[src/rtl/irq_trap_controller.sv]
// Machine-mode trap sequencer: arbitrates exceptions and masked IRQs into a 1-cycle trap pulse.
// Optional macro IRQ_EDGE_EN selects edge-captured pending IRQs instead of level mode.
module irq_trap_controller #(
  parameter int unsigned N_IRQ          = 16,
  parameter int unsigned IRQ_MIE_BASE   = 16,
  parameter int unsigned IRQ_CAUSE_BASE = 16
) (
  input  logic             clk_i,
  input  logic             rst_ni,
  input  logic [N_IRQ-1:0] irq_req_i,
  input  logic [31:0]      mie_i,
  input  logic             exception_i,
  input  logic [31:0]      exception_cause_i,
  input  logic             mret_i,
  output logic             trap_o,
  output logic [31:0]      mcause_o,
  output logic [N_IRQ-1:0] irq_ack_o,
  output logic             irq_ret_o,
  output logic             busy_o
);

  localparam logic [1:0] StIdle    = 2'd0;
  localparam logic [1:0] StEnter   = 2'd1;
  localparam logic [1:0] StHandler = 2'd2;

  logic [1:0]       state_q, state_d;
  logic             trap_q, trap_d;
  logic [31:0]      mcause_q, mcause_d;
  logic [N_IRQ-1:0] ack_q, ack_d;
  logic             ret_q, ret_d;
  logic             busy_q, busy_d;

  logic [N_IRQ-1:0] pending;
  logic [N_IRQ-1:0] eligible;
  logic [4:0]       win_idx;

  // Only the IRQ enable window of MIE matters here.
  logic unused_mie;
  assign unused_mie = ^mie_i;

`ifdef IRQ_EDGE_EN
  logic [N_IRQ-1:0] req_q;
  logic [N_IRQ-1:0] pending_q, pending_d;

  // A fresh rising edge beats the ack clearing the same bit.
  assign pending_d = (pending_q & ~ack_q) | (irq_req_i & ~req_q);
  assign pending   = pending_q;

  always_ff @(posedge clk_i) begin
    if (!rst_ni) begin
      req_q     <= '0;
      pending_q <= '0;
    end else begin
      req_q     <= irq_req_i;
      pending_q <= pending_d;
    end
  end
`else
  assign pending = irq_req_i;
`endif

  assign eligible = pending & mie_i[IRQ_MIE_BASE +: N_IRQ];

  always_comb begin
    win_idx = '0;
    for (int i = int'(N_IRQ) - 1; i >= 0; i--) begin
      if (eligible[i]) win_idx = 5'(i);
    end
  end

  always_comb begin
    state_d  = state_q;
    trap_d   = 1'b0;
    mcause_d = mcause_q;
    ack_d    = '0;
    ret_d    = 1'b0;
    case (state_q)
      StIdle: begin
        if (exception_i) begin
          state_d  = StEnter;
          trap_d   = 1'b1;
          mcause_d = exception_cause_i;
        end else if (|eligible) begin
          state_d  = StEnter;
          trap_d   = 1'b1;
          mcause_d = {1'b1, 31'(IRQ_CAUSE_BASE + 32'(win_idx))};
          ack_d    = N_IRQ'(1) << win_idx;
        end
      end
      StEnter: state_d = StHandler;
      StHandler: begin
        // A nested exception outranks a simultaneous mret.
        if (exception_i) begin
          state_d  = StEnter;
          trap_d   = 1'b1;
          mcause_d = exception_cause_i;
        end else if (mret_i) begin
          state_d = StIdle;
          ret_d   = 1'b1;
        end
      end
      default: state_d = StIdle;
    endcase
    busy_d = (state_d != StIdle);
  end

  always_ff @(posedge clk_i) begin
    if (!rst_ni) begin
      state_q  <= StIdle;
      trap_q   <= 1'b0;
      mcause_q <= '0;
      ack_q    <= '0;
      ret_q    <= 1'b0;
      busy_q   <= 1'b0;
    end else begin
      state_q  <= state_d;
      trap_q   <= trap_d;
      mcause_q <= mcause_d;
      ack_q    <= ack_d;
      ret_q    <= ret_d;
      busy_q   <= busy_d;
    end
  end

  assign trap_o    = trap_q;
  assign mcause_o  = mcause_q;
  assign irq_ack_o = ack_q;
  assign irq_ret_o = ret_q;
  assign busy_o    = busy_q;

endmodule

[config.mk]
export PLATFORM = sky130hd
export DESIGN_NAME = irq_trap_controller
export DESIGN_NICKNAME = d
export VERILOG_FILES = /design/src/rtl/irq_trap_controller.sv
export SDC_FILE = /design/constraint.sdc
export NUM_CORES = 1
export LEC_CHECK = 0
export ABC_CLOCK_PERIOD_IN_PS = 5960
export BUFFER_PORTS_ARGS = -buffer_cell sky130_fd_sc_hd__buf_2
export CAP_MARGIN = 20
export CORE_MARGIN = 1
export CORE_UTILIZATION = 44
export DETAILED_ROUTE_END_ITERATION = 7
export GPL_ROUTABILITY_DRIVEN = 1
export GPL_TIMING_DRIVEN = 1
export PLACE_DENSITY = 0.89
export SETUP_SLACK_MARGIN = 0.5
export SLEW_MARGIN = 15
export SYNTH_ARGS = -nofsm -noshare
export SYNTH_HDL_FRONTEND = slang
export SYNTH_SLANG_ARGS = --single-unit
export TNS_END_PERCENT = 50
[constraint.sdc]
create_clock -name clk_i -period 5.96 [get_ports clk_i]
set_input_delay 0.894 -clock clk_i [delete_from_list [all_inputs] [get_ports clk_i]]
set_output_delay 0.894 -clock clk_i [all_outputs]
set_load 0.01 [all_outputs]
Yosys cells after proc, flatten, opt, wreduce, memory -nomap -nowiden
Index checks and enable logic that the tools add are counted.
- reduce and logical (&&, ||, !) cells: 7
- muxes and demuxes: 30
- equal/unequal tests: 4
- bitwise logic cells: 5
- shift-type cells: 1
- add/sub/neg operators: 1
- operators with widths (cell ; count):
    2-to-1 mux 32 bit ; 3
    2-to-1 mux 5 bit ; 15
    case mux 32 bit (2 select lines) ; 1
    AND 16 bit ; 1
    OR reduction 16 bit ; 1
    left shift 1 x 5 -> 16 bit, first input constant ; 1
    2-to-1 mux 2 bit ; 4
    adder 5 x 5 -> 6 bit, first input constant ; 1
    case mux 2 bit (3 select lines) ; 1
    2-to-1 mux 1 bit ; 4
    2-to-1 mux 4 bit ; 1
    inverter 1 bit ; 4
    nonzero test 2 bit ; 2
    OR reduction 4 bit ; 1
    != test 3 bit, second input constant ; 1
    AND reduction 3 bit ; 1
    OR reduction 3 bit ; 1
    == test 2 x 1 -> 1 bit, second input constant ; 1
    == test 2 bit, second input constant ; 1
    zero test 2 bit ; 1
    != test 2 bit, second input constant ; 1
    case mux 1 bit (2 select lines) ; 1
- flip-flop bits (word level): 53
- input bits: 84

Depth between registers and ports, before layout
Gate-level depths: netlist (run 1).
- depth after elaboration: 21
- depth in mapped cells: 7
- mapped depth without buffers: 6

Worst setup path after synthesis (run 1)
Ideal clock, no wire load.
- path type: in2reg
- from: input port irq_req_i[4]
- to: register mcause_q[10], in the netlist mcause_o[10]
- required time: 5.900 ns
- library setup time: 0.060 ns
- data arrival time: 2.420 ns
- setup slack: 3.480 ns
- path buffers: 1
- stages on the path: 7
- cells stage by stage: nand2_1 -> nand4_2 -> or3_4 -> o41a_4 -> nor2_8 -> buf_8 -> a22o_1
- cells in the longest elaborated chain, start to end: 4
- ends and longest elaborated chain (item ; line ; RTL):
    from (decl) ; 10 ; input logic [N_IRQ-1:0] irq_req_i,
    AND 16 bit ; 62 ; assign eligible = pending & mie_i[IRQ_MIE_BASE +: N_IRQ];
    OR reduction 16 bit ; 83 ; end else if (|eligible) begin
    != test 3 bit (no source line) ; -- ;
    AND reduction 3 bit (no source line) ; -- ;
    to (signal assigned) ; 118 ; mcause_q <= mcause_d;
    to (decl) ; 28 ; logic [31:0] mcause_q, mcause_d;
Every way passes these cells.
A chain may end at the register's enable or synchronous reset.

Worst setup path after layout (run 1)
- from: input port irq_req_i[2]
- to: register mcause_q[6], in the netlist mcause_o[6]
Same word-level chain as after synthesis.

==> results_dict.tcl, run 1 <==
set metrics [dict create \
    synthTopCellsByCount "dfxtp_1 (53), nor2_1 (26), a22o_1 (21)" \
    crit_cells 7 \
    vias 1901 \
    tns_ps 0 \
    outcome "finished clean" \
    cp_top_family "simple AND/OR/NAND/NOR gates" \
    die_h_um 69.4 \
    synth_edf_count 0 \
    syn-num-nets 275 \
    max_freq_mhz 405 \
    dp_hpwl_mm 3.74 \
    clkPwrFrac_pct 32.2 \
    yosys_register_bits 53 \
    fin_crit_sh_pct 41.5 \
    yosys_warnings 0 \
    n_antenna_cell 0 \
    start_util_pct 45.9 \
    crit_path_end "mcause_o[6]" \
    clock_skew_ps 5.10 \
    cts_setup_buffers 0 \
    min_path_type "reg2reg" \
    drt-vias-per-instance 5.22 \
    drt-wirelength-per-cell_um 13.2 \
    startpoint_type "primary input" \
    yosysTopAreaCellShare_pct 53.1 \
    clk_pin_slew_ps 100 \
    cp_max_fo 26 \
    clockBufferDepth 2 \
    async_flop_share_pct 0 \
    root_buffer "clkbuf_8" \
    seq_area_frac_synth_pct 53.1 \
    antenna_found_initial 0 \
    overflow 0 \
    cap_violations 0 \
    tightest_slew_ps 591 \
    syn_area_um2 2000 \
    fin_crit_ps 2470 \
    rows 24 \
    ctsResizeCount 0 \
    nNetsFinal 395 \
    path_class "in2reg" \
    final_core_util_pct 62.0 \
    cts_made_buffers 5 \
    die_w_um 69.4 \
    vdd_drop_max_uv 265 \
    p_sw_uw 188 \
    worstSkewPairLatency_ps 290 \
    swShare_pct 25.4 \
    powerDensity_nw_per_um2 274 \
    drv_slew 0 \
    clock_sinks 53 \
    holdBufCountCts 0 \
    p_int_uw 552 \
    drt-total-wl_mm 4.79 \
    dieArea_um2 4810 \
    synthCells 191 \
    io_pins 135 \
    synth_largest_area_cell "dfxtp_1" \
    cts_tree "yes" \
    first_iter_violations 145 \
    crit_required_ps 6200 \
    setup_viol 0 \
    ys_top_cells_by_area "dfxtp_1 (53%), a22o_1 (9.2%), nor2_1 (4.9%), a22o_2 (4.0%), nand2_1 (2.8%)" \
    rrSetupSlack_ps 4440 \
    final-hold-violation-count 0 \
    yosysUniqueCellTypes 37 \
    grt_max_degree 27 \
    area_delta_synth_final_pct 35.1 \
    grt_pass1_vias 1818 \
    gp_congestion 0.833 \
    drcViolationCount 0 \
    r2r_cells 5 \
    hold_depth 2 \
    leakage_uw 0.00139 \
    synth.avg_cell_area_um2 10.5 \
    worstPathArrival_ps 2710 \
    synth.most_common_cell "dfxtp_1" \
    grt_usage_pct 20.0 \
    core_um2 4350 \
    cp_slowest_stage_delay_ps 540 \
    worst-path-buf-inv 1 \
    cts_max_level 2 \
    rsz0062_at_grt "no" \
    cp_slowest_cell "o41a_4" \
    grt_pass1_wl_mm 8.03 \
    port_buffers 118 \
    drive_gt1_share_pct 46.5 \
    ant_nets 0 \
    holdCritStartpoint "mcause_o[0]" \
    critPathLaunch "irq_req_i[2]" \
    drt_pass1_iterations 4 \
    pwr-share-comb_pct 16.3 \
    slew_headroom_pct 60.3 \
    path_cells "buf_2 > nand2_1 > nand2_2 > or3_4 > o41a_4 > nor2_8 > a22o_1" \
    synth_flop_cell "dfxtp_1" \
    worstReg2RegStart "state_q[0]" \
    pwr-share-seq_pct 51.4 \
    rr_endpoint "irq_ack_o[5]" \
    crit_path_end_kind "flip-flop" \
]
-- stage by stage --
step | total power [uW] | hold slack, ps | setup WS [ps] | instances | area [um2]
2_1_floorplan | 463 | 476 | 3480 | 191 | 2000
3_3_place_gp | 506 | 439 | 3190 | 356 | 2590
3_5_place_dp | 510 | 440 | 3180 | 356 | 2590
4_1_cts | 748 | 460 | 3490 | 364 | 2700
5_1_grt | 777 | 489 | 3390 | 364 | 2700
6_report | 740 | 459 | 3490 | 364 | 2700
-- area by class of cell --
class | count | area, um2
Clock buffer | 5 | 68.8
Clock inverter | 3 | 43.8
Fill cell | 379 | 1660
Inverter | 3 | 11.3
Multi-Input combinational cell | 129 | 851
Sequential cell | 53 | 1060
Tap cell | 52 | 65.1
Timing Repair Buffer | 119 | 598
-- logic make-up after synthesis --
group                  synth area share [%]
and+or+nand+nor                        16.2
AOI/OAI and AO/OA                      25.9
DFF                                    53.1
buffers and inverters                  4.32
muxes                                 0.501
-- worst min-delay path by stage --
stage / endpoint / slack, ps
after global placement: mcause_o[0] / 440
final: mcause_o[0] / 460
after detailed placement: mcause_o[0] / 440
after CTS: mcause_o[0] / 460
after global routing: mcause_o[0] / 490
after floorplan: mcause_o[0] / 480
-- cells in the final DEF, fill, tap and decap left out, drive strengths merged, types with 2 or more instances in the layout --
| master | count |
|---|---|
| buf | 119 |
| dfxtp | 53 |
| a22o | 29 |
| nor2 | 27 |
| nand2 | 20 |
| a21oi | 11 |
| nor3 | 7 |
| clkbuf | 5 |
| nand3 | 4 |
| o21ai | 4 |
| a22oi | 3 |
| inv | 3 |
| a32o | 2 |
| a31oi | 2 |
| o2111ai | 2 |
| a21o | 2 |
| and3 | 2 |
| nand4 | 2 |
| clkinv | 2 |
-- power groups by stage --
stage          registers, uW  logic [uW]  clock network [uW]
2_1_floorplan            396        66.9                   0
3_3_place_gp             388         118                   0
3_5_place_dp             389         121                   0
4_1_cts                  381         121                 246
5_1_grt                  383         134                 260
6_report                 381         121                 239
-- routing by layer --
metal | share of wire [%] | global-route usage (%) | vias up | routed length [um]
met4 | 1.4 | 5.44 | 0 | 65
met2 | 51 | 35.9 | 61 | 2420
met3 | 3.7 | 2.62 | 8 | 177
met5 | 0 | 0 | - | 0
met1 | 44 | 25.1 | 886 | 2130
li1 | - | - | 946 | -
-- state kept, by name, indices dropped and copies added, names as in the netlist --
name / count
irq_ack_o: 16
irq_ret_o: 1
trap_o: 1
state_q: 2
busy_o: 1
mcause_o: 32
-- worst reg2reg max path: stages (launching register included) --
cell	delay (ps)
dfxtp_1	350
inv_1	90
nand2_1	90
nor3_1	470
nand3_1	290
nor2_1	160
(Power assumes the default switching activity.)
==> inputs of run 2 (changes only) <==
--- a/config.mk
+++ b/config.mk
@@ -5,15 +5,15 @@
 export SDC_FILE = /design/constraint.sdc
 export NUM_CORES = 1
 export LEC_CHECK = 0
-export ABC_CLOCK_PERIOD_IN_PS = 5960
+export ABC_CLOCK_PERIOD_IN_PS = 2300
 export BUFFER_PORTS_ARGS = -buffer_cell sky130_fd_sc_hd__buf_2
 export CAP_MARGIN = 20
 export CORE_MARGIN = 1
-export CORE_UTILIZATION = 44
+export CORE_UTILIZATION = 41
 export DETAILED_ROUTE_END_ITERATION = 7
 export GPL_ROUTABILITY_DRIVEN = 1
 export GPL_TIMING_DRIVEN = 1
-export PLACE_DENSITY = 0.89
+export PLACE_DENSITY = 0.84
 export SETUP_SLACK_MARGIN = 0.5
 export SLEW_MARGIN = 15
 export SYNTH_ARGS = -nofsm -noshare
==> constraint.sdc (replaced) <==
create_clock -name clk_i -period 2.3 [get_ports clk_i]
set_input_delay 0.345 -clock clk_i [delete_from_list [all_inputs] [get_ports clk_i]]
set_output_delay 0.345 -clock clk_i [all_outputs]
set_load 0.01 [all_outputs]
==> results_dict.tcl, run 2 (synthesized netlist as in run 1, its figures left out) <==
set metrics [dict create \
    outcome "finished clean" \
    grt_usage_pct 18.8 \
    tightest_slew_ps 627 \
    crit_path_end_kind "flip-flop" \
    drt-wirelength-per-cell_um 13.6 \
    cp_slowest_cell "o41a_4" \
    rsz0062_at_grt "yes" \
    grt_pass1_wl_mm 7.78 \
    worst-path-buf-inv 1 \
    met3_usage_pct 2.53 \
    clk_pin_slew_ps 100 \
    hold_depth 2 \
    fin_crit_sh_pct 77.8 \
    grt_busiest_layer "met2" \
    drt-vias-per-instance 5.18 \
    worstReg2RegStart "state_q[0]" \
    core_um2 4690 \
    startpoint_type "primary input" \
    leakage_uw 0.00144 \
    grt_max_degree 27 \
    ant_nets 0 \
    final_common_cell "buf_2" \
    cts_made_buffers 5 \
    tns_ps 0 \
    cap_violations 0 \
    path_class "in2reg" \
    vdd_drop_max_uv 498 \
    cts_max_level 2 \
    die_h_um 71.8 \
    io_pins 135 \
    crit_cells 7 \
    n_antenna_cell 0 \
    final_cells 379 \
    r2r_cells 5 \
    hold_end "mcause_o[14]" \
    fill_cells 419 \
    first_iter_violations 131 \
    rrSetupSlack_ps 700 \
    cp_top_family "simple AND/OR/NAND/NOR gates" \
    cp_max_fo 13 \
    vias 1965 \
    cts_tree "yes" \
    cp_slowest_stage_delay_ps 530 \
    port_buffers 118 \
    gp_congestion 0.772 \
    powerDensity_nw_per_um2 660 \
    grt_pass1_vias 1690 \
    area_delta_synth_final_pct 42.5 \
    fin_crit_ps 1790 \
    rows 25 \
    overflow 0 \
    largest_reg_flops 32 \
    clock_skew_ps 7.09 \
    critPathLaunch "mie_i[21]" \
    path_cells "buf_4 > nand2_8 > nand4_4 > or3_4 > o41a_4 > nor2_8 > a22o_1" \
    min_path_type "in2reg" \
    nNetsFinal 408 \
    dp_hpwl_mm 3.75 \
    final_cell_mix "buf_2 (117), dfxtp_1 (53), nor2_1 (26), a22o_1 (21), nand2_1 (13)" \
    crit_required_ps 2540 \
    grt_use_met2_pct 32.9 \
    worstPathArrival_ps 2030 \
    worstSkewPairLatency_ps 300 \
    final-hold-violation-count 0 \
    dp.cells 362 \
    drv_slew 0 \
    drt-total-wl_mm 5.14 \
    clock_sinks 53 \
    final_core_util_pct 60.7 \
    max_freq_mhz 559 \
    setup_viol 0 \
    drcViolationCount 0 \
    start_util_pct 42.6 \
    holdCritStartpoint "exception_cause_i[14]" \
    drt_pass1_iterations 4 \
    dieArea_um2 5160 \
    clockBufferDepth 2 \
    holdBufCountCts 0 \
    slew_headroom_pct 57.9 \
    drive_gt1_share_pct 49.2 \
    whs_ps 245 \
    root_buffer "clkbuf_8" \
    finalPower_uw 1880 \
    rr_endpoint "irq_ack_o[12]" \
    use_met1_pct 25.2 \
    antenna_found_initial 0 \
    die_w_um 71.8 \
]
==> run 2: cell types whose count changed in the layout (fill, tap and decap cells not counted), sizes merged <==
| cell | change |
|---|---|
| inv | +1 |
| buf | +10 |
| clkinvlp | +1 |
| clkinv | -1 |
| bufinv | -1 |
| o41a | +1 |
| nor2 | +2 |
==> run 2: worst max path at each step <==
| stage | slack, ps | endpoint |
|---|---|---|
| 3_5_place_dp | 110 | mcause_o[22] |
| 5_1_grt | 480 | mcause_o[9] |
| 2_1_floorplan | 470 | mcause_o[10] |
| 4_1_cts | 480 | mcause_o[23] |
| 6_report | 510 | mcause_o[22] |
| 3_3_place_gp | 150 | mcause_o[25] |
==> run 2: worst register-to-register path, stage by stage (launching register included) <==
cell	delay, ps
dfxtp_1	360
inv_1	100
nand2_1	90
nor3_1	500
nand3_1	290
nor2_1	190
==> run 2: power breakdown <==
group	leakage, uW	switching, uW	internal, uW	total (uW)
Combinational	0.000966	195	167	362
Clock	0.0000452	308	222	530
Sequential	0.000433	23.2	963	986
Total	0.00144	526	1350	1880
==> run 2: repair_timing <==
action	4_1_cts	5_1_grt
endpoints found under the setup margin	26	21
buffers inserted	0	6
hold endpoints to repair	0	0
gates resized for setup	0	2
pin swaps	1	7
cloned	1	2
==> run 2: layout make-up <==
class                      instances  area (um2)  area share (%)
sequential                        53        1060            37.3
multi-input combinational        132         937            32.9
timing repair buffer             129         676            23.7
clock buffer                       5        68.8            2.42
tap                               54        67.6            2.37
clock inverter                     3        25.0           0.879
inverter                           3        11.3           0.396
==> run 2: metal layers <==
metal | part of all wire, % | wire (um)
met2 | 52 | 2670
met4 | 0.27 | 14
met1 | 44 | 2250
met5 | 0 | 0
met3 | 4.0 | 204
==> run 2: per-stage QoR <==
| step | setup slack (ps) | cell area [um2] |
|---|---|---|
| final | 511 | 2850 |
| after global routing | 482 | 2850 |
| after CTS | 481 | 2780 |
| after detailed placement | 109 | 2670 |
| after global placement | 147 | 2670 |
| after floorplan | 468 | 2050 |
==> inputs of run 3 (changes only) <==
--- a/config.mk
+++ b/config.mk
@@ -5,7 +5,7 @@
 export SDC_FILE = /design/constraint.sdc
 export NUM_CORES = 1
 export LEC_CHECK = 0
-export ABC_CLOCK_PERIOD_IN_PS = 2300
+export ABC_CLOCK_PERIOD_IN_PS = 1700
 export BUFFER_PORTS_ARGS = -buffer_cell sky130_fd_sc_hd__buf_2
 export CAP_MARGIN = 20
 export CORE_MARGIN = 1
==> constraint.sdc (replaced) <==
create_clock -name clk_i -period 1.7 [get_ports clk_i]
set_input_delay 0.255 -clock clk_i [delete_from_list [all_inputs] [get_ports clk_i]]
set_output_delay 0.255 -clock clk_i [all_outputs]
set_load 0.01 [all_outputs]
==> results_dict.tcl, run 3 (synthesized netlist as in run 1, its figures left out) <==
set metrics [dict create \
    outcome "finished clean" \
    fill_cells 388 \
    nNetsFinal 427 \
    place_ws_ps -243 \
    clock_sinks 53 \
    die_w_um 71.8 \
    cts_made_buffers 5 \
    ant_nets 0 \
    grt_usage_pct 19.4 \
    final-hold-violation-count 0 \
    worst_slack_ps 201 \
    worstReg2RegStart "state_q[0]" \
    crit_path_end_kind "flip-flop" \
    worst-path-buf-inv 2 \
    path_cells "buf_2 > a22oi_1 > nand2_1 > o41a_4 > nor2_8 > buf_12 > a22o_1" \
    root_buffer "clkbuf_8" \
    grt_pass1_vias 1903 \
    cts_tree "yes" \
    hold_end "mcause_o[10]" \
    cap_violations 0 \
    worstPathArrival_ps 1740 \
    die_h_um 71.8 \
    drt-vias-per-instance 5.18 \
    drcViolationCount 0 \
    dp.cells 383 \
    leakage_uw 0.00160 \
    fin_crit_sh_pct 88.2 \
    crit_required_ps 1940 \
    area_delta_synth_final_pct 59.6 \
    fin_crit_ps 1500 \
    min_path_type "in2reg" \
    drive_gt1_share_pct 58.7 \
    rows 25 \
    crit_cells 7 \
    vdd_drop_max_uv 612 \
    clockBufferDepth 2 \
    whs_ps 161 \
    slew_headroom_pct 76.9 \
    grt_max_degree 27 \
    dieArea_um2 5160 \
    final_common_cell "buf_2" \
    io_pins 135 \
    r2r_cells 5 \
    largest_reg_flops 32 \
    cts_max_level 2 \
    holdBufCountCts 0 \
    start_util_pct 42.6 \
    rsz0062_at_grt "yes" \
    cp_top_family "compound AO/OA/AOI/OAI gates" \
    drt_pass1_iterations 4 \
    drt-total-wl_mm 5.63 \
    first_iter_violations 53 \
    final_cells 398 \
    holdCritStartpoint "exception_cause_i[10]" \
    setup_viol 0 \
    cp_slowest_stage_delay_ps 490 \
    clk_pin_slew_ps 90 \
    grt_pass1_wl_mm 8.11 \
    port_buffers 118 \
    final_cell_mix "buf_2 (107), dfxtp_1 (52), buf_4 (28), nor2_1 (23), a22o_1 (21)" \
    tightest_slew_ps 343 \
    path_class "in2reg" \
    rr_endpoint "mcause_o[30]" \
    rrSetupSlack_ps 360 \
    cp_slowest_cell "o41a_4" \
    clock_skew_ps 9.31 \
    gp_congestion 0.796 \
    final_core_util_pct 68.0 \
    startpoint_type "primary input" \
    core_um2 4690 \
    antenna_found_initial 0 \
    drt-wirelength-per-cell_um 14.2 \
    overflow 0 \
    final_cell_area_um2 3190 \
    worstSkewPairLatency_ps 300 \
    vias 2061 \
    powerDensity_nw_per_um2 826 \
    cp_max_fo 13 \
    hold_depth 2 \
    max_freq_mhz 667 \
    place_area_um2 2840 \
    dp_hpwl_mm 3.89 \
    n_antenna_cell 0 \
    drv_slew 0 \
]
[run 3: changes by cell type in the layout (fill, tap and decap cells not counted), moves of 3 or more]
cell,change
buf_2,-10
o21ai_0,-3
nor2_1,-3
buf_6,+12
a21oi_1,-6
nor2_2,+3
nand2_1,-3
a21oi_2,+6
buf_4,+16
[run 3: what timing repair did]
action                     CTS  global route
setup endpoints to repair   49            51
pin swaps                    4            14
setup buffers                3             3
gates resized for setup      7            44
gates cloned                 1             0
[run 3: layer usage]
metal  track usage (%)  wire length [um]  up-vias
met2              35.5              2920       68
met1              23.1              2330      964
met3              3.38               209       17
met4              5.88               174        0
li1                  -                 -     1012
met5                 0                 0        -
[run 3: area by class of cell]
cell class,instances,area (um2),area share (%)
repair buffers,151,958,30.1
multi-input cells,129,1000,31.5
clock buffers,6,72.6,2.28
clock inverters,2,13.8,0.432
well taps,54,67.6,2.12
flip-flops and latches,53,1060,33.3
inverters,3,11.3,0.353
[run 3: worst reg2reg max path: stages, from the launching register on]
cell and delay (ps):
dfxtp_2 360, a21oi_2 200, o41a_4 240, nor2_8 50, buf_12 140, a22o_2 250
[run 3: power breakdown]
group	internal (uW)	total (uW)	leakage (uW)	switching [uW]
registers	1300	1340	0.000434	32.3
logic	316	616	0.00112	300
clock network	294	683	0.0000456	389
[run 3: stage by stage]
stage / TNS (ps) / total power [uW]
finish: 0 / 2630
global route: 0 / 2760
CTS: 0 / 2580
detailed placement: -7360 / 1870
global placement: -6270 / 1860
floorplan: -822 / 1630
[run 3: worst max path at each step]
| stage | from | slack (ps) | endpoint |
|---|---|---|---|
| global placement | irq_req_i[7] | -200 | mcause_o[30] |
| finish | irq_req_i[8] | 200 | mcause_o[22] |
| CTS | irq_req_i[12] | 180 | mcause_o[22] |
| detailed placement | irq_req_i[7] | -240 | mcause_o[20] |
| floorplan | irq_req_i[5] | -40 | mcause_o[10] |
| global route | mie_i[17] | 180 | mcause_o[22] |
